==> src/rtl/imem_loader.sv <==
// Boot-time instruction-memory loader: assembles little-endian 32-bit words
// from a byte stream and holds the core in reset until the load completes.
module imem_loader #(
  parameter int INSTR_LEN = 32,
  parameter int DEPTH     = 64,
  parameter int ADDR_W    = 6
) (
  input  logic                 clk,
  input  logic                 reset,
  input  logic                 load_start,
  input  logic [ADDR_W:0]      word_count,
  input  logic [7:0]           byte_in,
  input  logic                 byte_valid,
  output logic                 byte_ready,
  output logic                 imem_we,
  output logic [ADDR_W-1:0]    imem_addr,
  output logic [INSTR_LEN-1:0] imem_wdata,
  output logic                 cpu_reset,
  output logic                 load_done,
  output logic                 load_error
);

  typedef enum logic [1:0] {IDLE, COLLECT, WRITE, DONE} state_t;

  localparam logic [ADDR_W:0] DEPTH_W = (ADDR_W+1)'(DEPTH);
  localparam logic [ADDR_W:0] ONE     = (ADDR_W+1)'(1);

  state_t          state, state_nx;
  logic [ADDR_W:0] count, idx;
  logic [1:0]      bcnt;
  logic [23:0]     asm_word;
  logic            start_seen, start_ok, take;

  assign start_seen = load_start && (state == IDLE || state == DONE);
  assign start_ok   = (word_count != '0) && (word_count <= DEPTH_W);
  assign take       = (state == COLLECT) && byte_valid;

  always_comb begin
    state_nx = state;
    case (state)
      IDLE, DONE: if (load_start) state_nx = start_ok ? COLLECT : IDLE;
      COLLECT:    if (byte_valid && bcnt == 2'd3) state_nx = WRITE;
      WRITE:      state_nx = (idx == count - ONE) ? DONE : COLLECT;
      default:    state_nx = IDLE;
    endcase
  end

  // Outputs are registered from the next state so they change with the state.
  always_ff @(posedge clk) begin
    if (reset) begin
      state      <= IDLE;
      count      <= '0;
      idx        <= '0;
      bcnt       <= '0;
      asm_word   <= '0;
      byte_ready <= 1'b0;
      imem_we    <= 1'b0;
      imem_addr  <= '0;
      imem_wdata <= '0;
      cpu_reset  <= 1'b1;
      load_done  <= 1'b0;
      load_error <= 1'b0;
    end else begin
      state      <= state_nx;
      byte_ready <= (state_nx == COLLECT);
      imem_we    <= (state_nx == WRITE);
      cpu_reset  <= (state_nx != DONE);
      load_done  <= (state_nx == DONE);

      if (start_seen) begin
        if (start_ok) begin
          count      <= word_count;
          idx        <= '0;
          bcnt       <= '0;
          load_error <= 1'b0;
        end else begin
          load_error <= 1'b1;
        end
      end

      if (take) begin
        bcnt <= bcnt + 2'd1;
        case (bcnt)
          2'd0:    asm_word[7:0]   <= byte_in;
          2'd1:    asm_word[15:8]  <= byte_in;
          2'd2:    asm_word[23:16] <= byte_in;
          default: begin
            imem_addr  <= idx[ADDR_W-1:0];
            imem_wdata <= {byte_in, asm_word};
          end
        endcase
      end

      if (state == WRITE) begin
        idx  <= idx + ONE;
        bcnt <= '0;
      end
    end
  end

endmodule

==> config.mk <==
export PLATFORM = sky130hd
export DESIGN_NAME = imem_loader
export DESIGN_NICKNAME = d
export VERILOG_FILES = /design/src/rtl/imem_loader.sv
export SDC_FILE = /design/constraint.sdc
export NUM_CORES = 1
export LEC_CHECK = 0
export CAP_MARGIN = 15
export CORE_ASPECT_RATIO = 1.4
export CORE_MARGIN = 8
export CORE_UTILIZATION = 45
export CTS_BUF_LIST = sky130_fd_sc_hd__clkbuf_16
export CTS_CLUSTER_DIAMETER = 150
export DETAILED_ROUTE_END_ITERATION = 6
export GPL_TIMING_DRIVEN = 0
export PLACE_DENSITY = 0.71
export SLEW_MARGIN = 15
export SYNTH_ARGS = -nofsm -noshare
export SYNTH_HDL_FRONTEND = slang
export SYNTH_SLANG_ARGS = --single-unit
==> constraint.sdc <==
create_clock -name clk -period 5.2 [get_ports clk]
set_clock_uncertainty 0.1 [all_clocks]
set_input_delay 1.04 -clock clk [delete_from_list [all_inputs] [get_ports clk]]
set_output_delay 1.04 -clock clk [all_outputs]
set_load 0.05 [all_outputs]
==> results of run 1 <==
-- cell usage in the layout (no fill, tap or decap), drive strengths merged, types with 3 or more instances in the layout --
| master | instances |
|---|---|
| dfxtp | 85 |
| clkbuf | 28 |
| a21oi | 47 |
| clkdlybuf4s50 | 59 |
| nor2 | 36 |
| nor4 | 3 |
| xnor2 | 7 |
| and3 | 5 |
| nor3 | 5 |
| or4 | 3 |
| a311oi | 6 |
| clkinv | 4 |
| nand3 | 10 |
| nand2b | 4 |
| inv | 9 |
| a211oi | 5 |
| nand3b | 4 |
| mux2i | 30 |
| o21ai | 3 |
| nand2 | 83 |
| ha | 8 |
-- kinds of logic after synthesis --
family | after synthesis | synth area share, %
and+or+nand+nor | 158 | 20.3
DFF | 85 | 49.2
adders and majority gates | 8 | 2.89
muxes | 31 | 9.01
buffers and inverters | 29 | 3.15
xor gates and xnor gates | 10 | 2.93
AOI/OAI and AO/OA | 71 | 12.5
-- metrics by stage --
step	total power (W)	utilization (%)
3_3_place_gp	0.00115	54.9
6_report	0.00175	58.6
2_1_floorplan	0.00105	-
5_1_grt	0.00184	58.6
4_1_cts	0.00177	58.6
3_5_place_dp	0.00116	54.9
-- flip-flops by register name, summed over array words and instances (netlist names) --
signal      flops
imem_wdata     32
asm_word       24
count           7
idx             7
imem_addr       6
bcnt            2
state           2
byte_ready      1
cpu_reset       1
imem_we         1
load_done       1
load_error      1
-- cell usage after synthesis, drive strengths merged (2+ instances only) --
cell type | instances | area, um^2
and3 | 5 | 31.3
xnor2 | 7 | 61.3
clkbuf | 19 | 71.3
a211oi | 5 | 42.5
nand2b | 4 | 25.0
nand3b | 4 | 30.0
inv | 8 | 30.0
o21a | 2 | 15.0
dfxtp | 85 | 1700
o21ai | 3 | 15.0
a311oi | 6 | 52.6
ha | 8 | 100
o211ai | 2 | 15.0
nor3 | 5 | 36.3
xor2 | 2 | 17.5
a21oi | 47 | 235
or4 | 3 | 26.3
nand2 | 83 | 312
buf | 2 | 7.51
nor2 | 36 | 135
nand3 | 10 | 50.1
nor4 | 3 | 25.0
mux2i | 30 | 300
-- final timing paths --
kind,startpoint,to,slack [ps]
min,imem_wdata[9],imem_wdata[9],350
max reg2reg,state[0],imem_wdata[15],2840
min reg2reg,imem_wdata[9],imem_wdata[9],350
max,word_count[0],idx[0],2130
-- critical path, delay by kind of cell --
kind	cells	cell delay (ps)
and+or+nand+nor	2	610
muxes	1	250
AOI/OAI and AO/OA	2	850
buffers and inverters	1	420
-- metal layers --
metal  track usage [%]  wire length (um)  up-vias
li1                  -                 -     1480
met1              16.1              3460     1313
met2              27.6              4110       73
met3              4.31               418       22
met4              9.30               277        0
met5                 0                 0        -
-- final cells by class --
type / instances / area, um^2 / share of cell area [%]
plain buffers: 21 / 78.8 / 1.77
clock buffers: 9 / 225 / 5.05
clock inverters: 6 / 56.3 / 1.26
inverters: 8 / 30.0 / 0.674
multi-input cells: 278 / 1650 / 37.0
flip-flops and latches: 85 / 1700 / 38.2
well taps: 100 / 125 / 2.81
repair buffers: 59 / 591 / 13.3
-- report_power, final --
| group | internal [W] | switching (W) | total (W) | leakage (nW) |
|---|---|---|---|---|
| registers | 0.000693 | 0.0000295 | 0.000723 | 0.687 |
| clock network | 0.000365 | 0.000241 | 0.000606 | 0.144 |
| logic | 0.000164 | 0.000261 | 0.000426 | 0.848 |
==> flow_results.org, run 1 <==
** Status
- Outcome :: finished clean

** Route
- Dividing the detail-routed via count by the number of cells gives 5.10.
- The first detailed-routing pass ran for 4 iterations.
- Number of routed nets with antenna violations :: 0
- The first routing iteration left 128 violations.
- In the routed design, unresolved DRC markers number 0.
- Detailed routing inserted a total of 2888 vias.
- Detail-routed net length per standard cell :: 14.6 um
- Wirelength, routed :: 8.27 mm

** Global route
- Largest net degree at the start of global routing :: 14
- Total congestion overflow after global routing :: 0
- The first global-routing pass estimated 13.7 mm of wire.
- Initial antenna violation count :: 0
- Global routing used 15.6% of the available tracks.
- Number of global-route vias before repair :: 2906

** Worst setup path
- Critical path class :: in -> reg
- On the worst path, the slowest cell contributes a delay of 570 ps.
- Counting cells, the worst reg-to-reg path comes to 7.
- Startpoint type of the worst setup path :: input port
- Critical Path, Cell by Cell :: clkdlybuf4s50_1, or4_4, o31a_1, o31ai_2, mux2_2, nor2_1
- Largest fanout of any net on the critical path :: 6
- For the worst setup path, the data arrival time is 3170 ps.
- CP Capture Type :: flip-flop
- For the worst setup path, the data required time is 5300 ps.
- The largest individual stage delay along the critical path comes from the cell sky130_fd_sc_hd__or4_4.

** Finish
- Synth-to-Final Area Change :: 28.8%
- After the last flow step, the layout net total stands at 489.
- Number of inserted diodes :: 0
- Of the cells placed in the final design, the portion with a size suffix greater than 1 is 4.72%.
- Fill cell total of the finished layout :: 711
- Final cell area excluding filler cells :: 4460 um^2
- Excluding fillers, the count of instances in the completed layout stands at 566.

** Floorplan
- After floorplanning, the core was divided into 38 placement rows.
- In this run the vertical extent of the chip is 120 um.
- The core region is 7610 um^2.
- The die is 90.1 um wide.
- For this configuration, the core starts out at a cell density of 45.5%.
- The die covers 10800 um^2.
- During I/O placement, the number of pins put on the boundary was 62.

** STA
- At the pin with the least slew margin, the transition time is 651 ps.
- Of the available clock period, the critical path in the final layout requires 59.0%.
- Total count of max-transition violations in the final report :: 0
- The count of final hold-check violations is 0.
- Post-route worst setup slack :: 2130 ps
- The routed design could run at a clock period as short as 3070 ps.
- The tightest hold path in the finished design has a slack of 351 ps.
- Setup repair after global routing left no endpoint under its margin.
- Headroom to the max-slew limit came out at 56.3%.
- Setup-violating endpoint count in the final report :: 0
- Setup total negative slack on the finished layout was measured at 0 ps.
- Derived from the worst setup path, the maximum achievable clock frequency is 326 MHz.

** Power
- PD cells :: 394 nW/um^2
- For this design the static power due to leakage is 1.68 nW.
- IR Drop Worst-Case VDD :: 250 uV

** Clock network
- Register clock-pin slew on the reported worst setup and hold paths :: 60 ps
- The H-tree was split into 3 levels.
- Clk buf depth :: 2
- Post-CTS setup repair buffer count :: 0
- TritonCTS clock tree :: done
- CTS Sinks :: 85
- Total of cells resized after clock tree synthesis :: 0
- Clock buffer count from CTS :: 9
- Clock latency on the worst-skew pair, taken at its later pin, is 330 ps.
- Post-CTS Hold Fix Bufs :: 0
- In this run the clock root is driven by a sky130_fd_sc_hd__clkbuf_16.

** Logic synthesis
- After synthesis, flip-flops and latches occupy 49.2% of the total area.
- Main flop type after synthesis :: sky130_fd_sc_hd__dfxtp_1
- Counting every net in the synthesized netlist gives 419.
- Number of enable-type register cells in the synthesized netlist :: 0
- Post-synthesis async set-or-reset flop share :: 0%
- Yosys warns :: 0
- Dividing the synthesized area by the synthesized cell count gives 8.82 um^2.
- Yosys mapped the design onto 40 distinct sky130hd cell types.
- Gate count after technology mapping :: 392
- Counting flops and latches in the post-synthesis netlist gives 85.
- The synthesized netlist occupies a cell area of 3460 um^2.

** Placed design
- Buffers placed on the I/O ports in this run total 59.
- Placed wire-length estimate after detailed placement :: 6.14 mm
- Worst setup timing slack at the placement stage :: 1770 ps
- After detailed placement, the design holds a cell count of 551.
- Final Wtd Congestion :: 0.843
- Once placement finished, the instance area stood at 4170 um^2.

** Min path
- Worst hold path cell count :: 2
- Class of the tightest hold or removal check :: reg -> reg

** Job
- Max-cap check violation count :: 0
No activity file was read; power rests on OpenSTA's default activity.
==> run 2, diff against run 1 <==
clock period = 3.1 ns   (was 5.2 ns; I/O delays follow)
==> results of run 2 <==
The final DEF is identical to that of run 1. Status: finished clean.
Main changes from that run: setup slack after placement 1770 ps -> 87.8 ps; setup slack after layout 2130 ps -> 449 ps; register-to-register setup slack 2840 ps -> 740 ps; total power 0.00175 W -> 0.00294 W; worst IR drop on VDD 250 uV -> 420 uV
==> RTL change (flow settings as in run 2) <==
Change the parameter `ADDR_W` from 6 to 7.
--- a/src/rtl/imem_loader.sv
+++ b/src/rtl/imem_loader.sv
@@ -3,7 +3,7 @@
 module imem_loader #(
   parameter int INSTR_LEN = 32,
   parameter int DEPTH     = 64,
-  parameter int ADDR_W    = 6
+  parameter int ADDR_W    = 7
 ) (
   input  logic                 clk,
   input  logic                 reset,
Ports: changed (resized imem_addr and word_count); port bits go from 62 to 64. The function was not compared with the original's and may differ.
==> RTL change against run 2 <==
  * Synthesized cell count up 4.6%
  * Via count grew 6.1%
  * Worst setup slack got worse by 0.025 ns
  * Design area is 3.7% higher
  * Global-route usage is 0.74 points higher
  * Area after synthesis increased by 4.6%
  * Non-clock buffer count up 10
  * Sequential cell count is 3 higher
  * Worst hold slack got worse by 0.00083 ns
  * Wire length rose by 7.6%
  * Sequential share of layout area fell by 0.055 points
  * Register-to-register slack worse by 0.05 ns
  * Critical path type unchanged
  * Critical endpoint is now idx[7]$_SDFFE_PP0P_
Power is not compared: it rests on default switching activity, and its combinational part moved more than twofold at a synthesized area within 25%.
==> RTL change: results (changes against run 2) <==
Global routing:
- The met1 track utilization from global routing is 15.9% (-0.25 points).
- The global routing met3 resource utilization came to 5.05% (+0.74 points).
- The routing usage on met2 is 30.2% (+2.7 points).
- The total routing resource utilization after global routing is 16.3% (+0.74 points).
- The via count of the first global-routing pass came to 3079 (+6.0%).
- The wire length of the first global-routing pass is 14.6 mm (+6.7%).

Synthesis:
- Ranked by instance count, the synthesized netlist is headed by sky130_fd_sc_hd__dfxtp_1, sky130_fd_sc_hd__nand2_1, sky130_fd_sc_hd__a21oi_1.
- By area the synthesized netlist is led by sky130_fd_sc_hd__dfxtp_1, sky130_fd_sc_hd__nand2_1, sky130_fd_sc_hd__mux2i_1.
- The part of the Yosys area used for sequential elements is 48.7% (-0.50 points).
- The synthesized netlist net count is 438 (+4.5%).
- The number of library cell types mapped by synthesis was 43 (+7.5%).

Place:
- The final weighted congestion of routability-driven global placement is 0.815 (-3.3%).
- The detailed-placement wirelength estimate was 6.68 mm (+8.7%).
- The count of buffers from port buffering is 62 (+5.1%).

Route:
- The detailed-route wire length per cell is 15.1 um (+3.6%).
- The mean number of vias per cell is 5.21 (+2.2%).
- The violation count after the first detailed-routing iteration is 86 (-33%).

STA:
- The worst hold slack after final layout is 0.350 ns (-0.000829 ns).
- The worst max-slew margin expressed relative to the limit is 59.7% (+3.4 points).

Worst hold path:
- The start point of the worst min-delay path is imem_addr[2]$_SDFFE_PP0P_.
- The path with the worst hold slack has its endpoint at imem_addr[2]$_SDFFE_PP0P_.

Critical path:
- On the critical path the largest part of the delay comes from simple AND/OR/NAND/NOR gates.
- The worst setup slack for register-to-register paths came to 0.69 ns (-0.05 ns).
- The top fanout value on the critical path is 7 (+1).
- The path depth of the worst reg2reg path is 8 (+1).
- The longest individual stage delay on the worst path came to 0.54 ns (-0.03 ns).
- The endpoint arrival time on the critical path is 2.82 ns (+0.07 ns).
- The destination of the critical timing path is idx[7]$_SDFFE_PP0P_.

Cells and area:
- The net total in the final layout is 511 (+4.5%).

Run status:
- The run finished with clean final reports.

Clock tree:
- The number of setup buffers added after CTS came to 0 (unchanged).
## RTL change: cell count changes after synthesis, moves of 4 or more
| cell | delta |
|---|---|
| sky130_fd_sc_hd__a311oi_2 | +5 |
| sky130_fd_sc_hd__a41oi_1 | +4 |
| sky130_fd_sc_hd__clkbuf_1 | +4 |
| sky130_fd_sc_hd__a311oi_1 | -6 |
| sky130_fd_sc_hd__nand2_1 | +4 |
## RTL change: through the flow
stage                     cell area, um^2  instances  util [%]  setup WS (ns)  power (uW)
after detailed placement             4360        572      56.0         0.0994        1330
after global routing                 4620        588      59.2          0.368        2330
after CTS                            4620        588      59.2          0.432        2260
after floorplan                      3620        410         -          0.611        1260
final                                4620        588      59.2          0.424        2240
after global placement               4360        572      56.0         0.0880        1320
## RTL change: logic make-up (layout without fill, tap and decap cells)
logic type      count (synthesis)  after routing  share of synthesized area (%)
flops                          88             88                           48.7
xor+xnor                       11             11                           2.66
buf+inv                        38            116                           4.19
simple gates                  160            160                           19.6
compound gates                 74             74                           13.5
mux                            31             31                           8.58
fa+ha+maj                       8              8                           2.77
## RTL change: layer usage
metal,wire length [um],share of wire [%],up-vias
met5,0,0,-
li1,-,-,1542
met1,3600,40,1430
met4,292,3.3,0
met3,368,4.1,21
met2,4640,52,72
## RTL change: layout make-up
class	count	area (um^2)
fillers	742	3180
flip-flops and latches	88	1760
multi-input cells	284	1700
repair buffers	62	621
clock buffers	9	225
well taps	100	125
plain buffers	28	114
inverters	10	37.5
clock inverters	7	31.3
## RTL change: power breakdown
part / switching (uW) / internal (uW) / total, uW
sequential: 9.80 / 1140 / 1150
clock: 414 / 527 / 940
combinational: 84.7 / 63.5 / 148
total: 508 / 1730 / 2240
